<file path="src/rtl/nor_maj_cone_pipe.sv">
// Pipelined inverting-function cone (NOR / NAND / inverted majority / OAI21) over WIDTH lanes
// with a STAGES-deep valid/ready pipeline. Define CONE_STATS_EN to add the out_count result counter.
module nor_maj_cone_pipe #(
    parameter int WIDTH  = 8,
    parameter int STAGES = 2
) (
    input  logic             clk,
    input  logic             rst,
    input  logic             in_valid,
    output logic             in_ready,
    input  logic [1:0]       in_op,
    input  logic [WIDTH-1:0] in_a,
    input  logic [WIDTH-1:0] in_b,
    input  logic [WIDTH-1:0] in_c,
    output logic             out_valid,
    input  logic             out_ready,
    output logic [WIDTH-1:0] out_y,
    output logic [1:0]       out_op
`ifdef CONE_STATS_EN
    ,
    output logic [15:0]      out_count
`endif
);

    logic [WIDTH-1:0] func_y;

    for (genvar gi = 0; gi < WIDTH; gi++) begin : lane_g
        logic lane_y;

        always_comb begin
            lane_y = 1'b0;
            case (in_op)
                2'b00:   lane_y = ~(in_a[gi] | in_b[gi]);
                2'b01:   lane_y = ~(in_a[gi] & in_b[gi]);
                2'b10:   lane_y = ~((in_a[gi] & in_b[gi]) | (in_a[gi] & in_c[gi]) | (in_b[gi] & in_c[gi]));
                default: lane_y = ~((in_a[gi] | in_b[gi]) & in_c[gi]);
            endcase
        end

        assign func_y[gi] = lane_y;
    end

    logic [STAGES-1:0] valid_vec;
    logic [STAGES-1:0] load;
    logic [WIDTH-1:0]  y_vec  [STAGES];
    logic [1:0]        op_vec [STAGES];

    // A stage may load if it is empty or everything downstream of it can move;
    // this ripples combinationally from out_ready back to in_ready.
    always_comb begin : load_chain
        logic ready_acc;
        ready_acc = out_ready;
        load      = '0;
        for (int i = STAGES - 1; i >= 0; i--) begin
            ready_acc = !valid_vec[i] || ready_acc;
            load[i]   = ready_acc;
        end
    end

    for (genvar gi = 0; gi < STAGES; gi++) begin : stage_g
        logic             valid_reg;
        logic [WIDTH-1:0] y_reg;
        logic [1:0]       op_reg;
        logic             src_valid;
        logic [WIDTH-1:0] src_y;
        logic [1:0]       src_op;

        if (gi == 0) begin : g_src
            assign src_valid = in_valid;
            assign src_y     = func_y;
            assign src_op    = in_op;
        end else begin : g_src
            assign src_valid = valid_vec[gi-1];
            assign src_y     = y_vec[gi-1];
            assign src_op    = op_vec[gi-1];
        end

        // Data only captured with a valid token so bubbles do not disturb held values.
        always_ff @(posedge clk) begin
            if (rst) begin
                valid_reg <= 1'b0;
                y_reg     <= '0;
                op_reg    <= '0;
            end else if (load[gi]) begin
                valid_reg <= src_valid;
                if (src_valid) begin
                    y_reg  <= src_y;
                    op_reg <= src_op;
                end
            end
        end

        assign valid_vec[gi] = valid_reg;
        assign y_vec[gi]     = y_reg;
        assign op_vec[gi]    = op_reg;
    end

    assign in_ready  = load[0];
    assign out_valid = valid_vec[STAGES-1];
    assign out_y     = y_vec[STAGES-1];
    assign out_op    = op_vec[STAGES-1];

`ifdef CONE_STATS_EN
    logic [15:0] count_reg;

    always_ff @(posedge clk) begin
        if (rst) begin
            count_reg <= '0;
        end else if (out_valid && out_ready && (count_reg != 16'hFFFF)) begin
            count_reg <= count_reg + 16'd1;
        end
    end

    assign out_count = count_reg;
`endif

endmodule
</file>
<file path="config.mk">
export PLATFORM = sky130hd
export DESIGN_NAME = nor_maj_cone_pipe
export DESIGN_NICKNAME = d
export VERILOG_FILES = /design/src/rtl/nor_maj_cone_pipe.sv
export SDC_FILE = /design/constraint.sdc
export NUM_CORES = 1
export LEC_CHECK = 0
export ABC_CLOCK_PERIOD_IN_PS = 1660
export BUFFER_PORTS_ARGS = -buffer_cell sky130_fd_sc_hd__buf_2
export CAP_MARGIN = 20
export CORE_ASPECT_RATIO = 1.2
export CORE_UTILIZATION = 35
export CTS_BUF_LIST = sky130_fd_sc_hd__clkbuf_16
export CTS_CLUSTER_SIZE = 20
export DETAILED_ROUTE_END_ITERATION = 6
export PLACE_DENSITY = 0.64
export SYNTH_ARGS = -nofsm -noshare
export SYNTH_HDL_FRONTEND = slang
export SYNTH_SLANG_ARGS = --single-unit
</file>
<file path="constraint.sdc">
create_clock -name clk -period 1.66 [get_ports clk]
set_input_delay 0.332 -clock clk [delete_from_list [all_inputs] [get_ports clk]]
set_output_delay 0.332 -clock clk [all_outputs]
set_load 0.02 [all_outputs]
</file>
---- Yosys cells after proc, flatten, opt, wreduce, memory -nomap -nowiden ----
Cells that the tools add are included.
word-level totals
  flip-flop bits (word level) ............. 22
  input port bits ......................... 30
  word-level logic and storage cells ...... 111
  output and inout port bits .............. 12
operators by class
  reduce and logical (&&, ||, !) cells .... 7
  equal/unequal tests ..................... 2
  mux-type cells .......................... 8
  bitwise logic cells ..................... 88
operators by type and width
  kind                  count
  $and A1 B1 Y1         32
  $not A1 Y1            32
  $or A1 B1 Y1          24
  $pmux W1 S3           8
  $reduce_and A2 Y1     2
  $eq A2 B1 Y1 const B  1
  $eq A2 B2 Y1 const B  1
  $logic_not A1 Y1      2
  $logic_not A2 Y1      1
  $logic_or A1 B1 Y1    2

---- Longest topological paths before layout ----
  depth after elaboration ................. 5
  depth in mapped cells ................... 5
  depth with buffers taken out ............ 4

---- Least setup slack after synthesis ----
OpenSTA, ideal clock, no wires.
  path kind ............................... flip-flop to output port
  from .................................... reg stage_g[1].valid_reg, in the netlist out_valid
  to ...................................... out in_ready
  cell stages (with the launch flop) ...... 4
  buffers on the path ..................... 1
  data arrival time ....................... 928 ps
  slack ................................... 400 ps
  required time ........................... 1,328 ps
  path through ............................ dfxtp_1 and3b_4 clkinv_2 buf_12
on the way
  cells in the longest elaborated chain, start to end .. 3
RTL lines
  what                             RTL line  source
  from (decl)                      61        logic valid_reg;
  from (signal assigned)           85        valid_reg <= src_valid;
  $logic_not A1 Y1                 55        ready_acc = !valid_vec[i] || ready_acc;
  $logic_or A1 B1 Y1 (2 in a row)  55
  to (decl)                        10        output logic in_ready,
No other way between the ends.

---- Final worst setup path ----
Same ends and word-level chain as after synthesis.

==> results.md <==
- Setup Buffers After CTS: 0
- GRT Resource Usage Total: 0.147
- FP Rows: 21
- N_diodes: 0
- CTS Buffer Depth: 2
- Clock latency on the worst-skew pair: 0.25 ns
- CP arrival: 1.18 ns
- Netlist Area Pre-Place: 0.00107 sq mm
- Period minus WS final: 1.51 ns
- Synth cell count leaders: a21oi_1, dfxtp_1, o21ai_0
- I/O pin count: 42
- Number of synthesized flops with an enable pin: 0
- Critical path peak fanout: 7
- CORE AREA: 0.00284 sq mm
- Yosys cell types: 21
- Width of the die: 52.4 um
- Largest net degree at the start of global routing: 23
- Grt peak-use layer: met2
- Yosys reg bits: 22
- Initial antenna violation count: 0
- Via/cell ratio: 5.09
- Setup Viol. Count Final: 0
- Via count: 1049
- RePlAce Congestion: 0.763
- Routed Antenna Nets: 0
- Htree depth: 1
- Startpoint types: flop
- Layout Nets: 203
- Max Freq: 662 MHz
- Post-DP HPWL: 1.87 mm
- Outcome: completed
- First-pass GRT wire length: 3.81 mm
- TNS Setup: 0 ns
- Power density over the cells: 920 mW/mm^2
- Pre-Repair DR Iteration Count: 4
- LEAKAGE: 0.000569 uW
- Most common flop cell mapped by yosys: dfxtp_1
- Worst slew pin tran: 0.386 ns
- Worst Path Class, Setup: flop to primary output
- Synth top area cells: dfxtp_1, a21oi_1, o21ai_0
- Critical Path RT: 1.33 ns
- Grt met2 use: 0.233
- DRC viols: 0
- Worst setup EP type: primary output
- Starting Density: 0.376
- Mapped Nets: 163
- Cells after synthesis: 133
- Sequential area share after synthesis: 0.413
- Vias in the first global route: 912
- M1 GR Usage: 0.196
- Count leader, synth: a21oi_1
- Slew margin rel.: 0.743
- Fillcell total: 294
- Grt ovf: 0
- Routed len/inst: 11.3 um
- Peak supply drop: 0.581 mV
- Fin. Hold Viols: 0
- Syn_area_per_cell: 8.02 sq um
- Part of the cycle the worst path needs: 0.910
- Met3 GRT Util: 0.0243
- Unrepaired setup endpoints after global routing: false
- CTS tree: done
- Clock Sinks: 22
- Async S/R FF share, synth: 0
- Die height: 62.5 um
- Slew Limit Fails: 0
- Post-Route WL: 2.33 mm
- Final Core Density: 0.481
- Hold_buf cts: 0
- MaxCap Viol Count: 0
- Area grow syn2layout: 27.8%
- Synth area leader: dfxtp_1
- Layout Skew: 0.00150 ns
- Total die area: 0.00328 sq mm
- Layout cells sized above 1: 0.331
- Synth warn: 0
- CTS Buf Count: 3
- Hold Path Class: input port to flop
- Initial DRC Count: 33
- Post-CTS resize count: 0
- CTS clk-pin slew, worst paths: 0.06 ns
- Port Buffers: 41
- CTS root buf: clkbuf_16
- Top-area cell type share of the netlist area: 0.413
## per-stage QoR
step	std cells	hold WS [ns]	cell area [sq um]	setup WS [ns]	power (uW)
2_1_floorplan	133	0.404	1070	0.400	698
3_3_place_gp	202	0.462	1280	0.263	763
3_5_place_dp	202	0.463	1280	0.211	769
4_1_cts	206	0.396	1360	0.155	1270
5_1_grt	206	0.413	1360	0.0994	1310
6_report	206	0.398	1360	0.150	1250
## critical path, cell delays in order (launching register included)
cell	delay (ns)
dfxtp_1	0.37
and3b_4	0.24
clkinv_2	0.13
buf_2	0.19
## cell type report
class | instances | area, sq um | area share
inverters | 3 | 12.5 | 0.00917
well taps | 34 | 42.5 | 0.0312
clock buffers | 3 | 75.1 | 0.0550
repair buffers | 45 | 235 | 0.172
multi-input cells | 98 | 554 | 0.406
clock inverters | 1 | 3.75 | 0.00275
flip-flops and latches | 22 | 440 | 0.323
## cell usage in the layout, fill, tap and decap left out, drive strengths merged
cell,n
a22oi,1
nand2,8
clkbuf,3
nor2b,7
a21oi,29
nor2,8
a311oi,8
and3b,1
nand3,12
o22a,1
and2b,2
clkinv,2
inv,2
o21ai,20
nand2b,1
buf,45
dfxtp,22
## path summary, 6_finish.rpt
kind | from | end | slack [ns] | cells past startpoint
setup / recovery | out_valid$_SDFFE_PP0P_ | in_ready | 0.15 | 3
hold / removal | in_b[4] | stage_g[0].y_reg[4]$_SDFFE_PP0P_ | 0.40 | 4
setup reg to reg | out_valid$_SDFFE_PP0P_ | stage_g[0].y_reg[0]$_SDFFE_PP0P_ | 0.37 | 5
hold reg to reg | out_y[3]$_SDFFE_PP0P_ | out_y[3]$_SDFFE_PP0P_ | 0.47 | 2
## logic make-up (layout without fill, tap and decap cells)
kind of cell / count (synthesis) / after routing / share of synthesized area
AO/OA/AOI/OAI: 59 / 59 / 0.332
buffers and inverters: 13 / 52 / 0.0680
flip-flops: 22 / 22 / 0.413
AND/OR/NAND/NOR: 39 / 39 / 0.188
## where the power goes
part	switching, uW	internal, uW
sequential	17.4	559
clock	177	321
combinational	100	80.4
## layer usage
metal,share of wire,up-vias,wire [um]
met5,0,-,0
met4,0.0090,0,21
met3,0.063,2,147
met2,0.43,42,1010
met1,0.49,449,1150
li1,-,556,-
No activity file was read; power rests on OpenSTA's default activity.
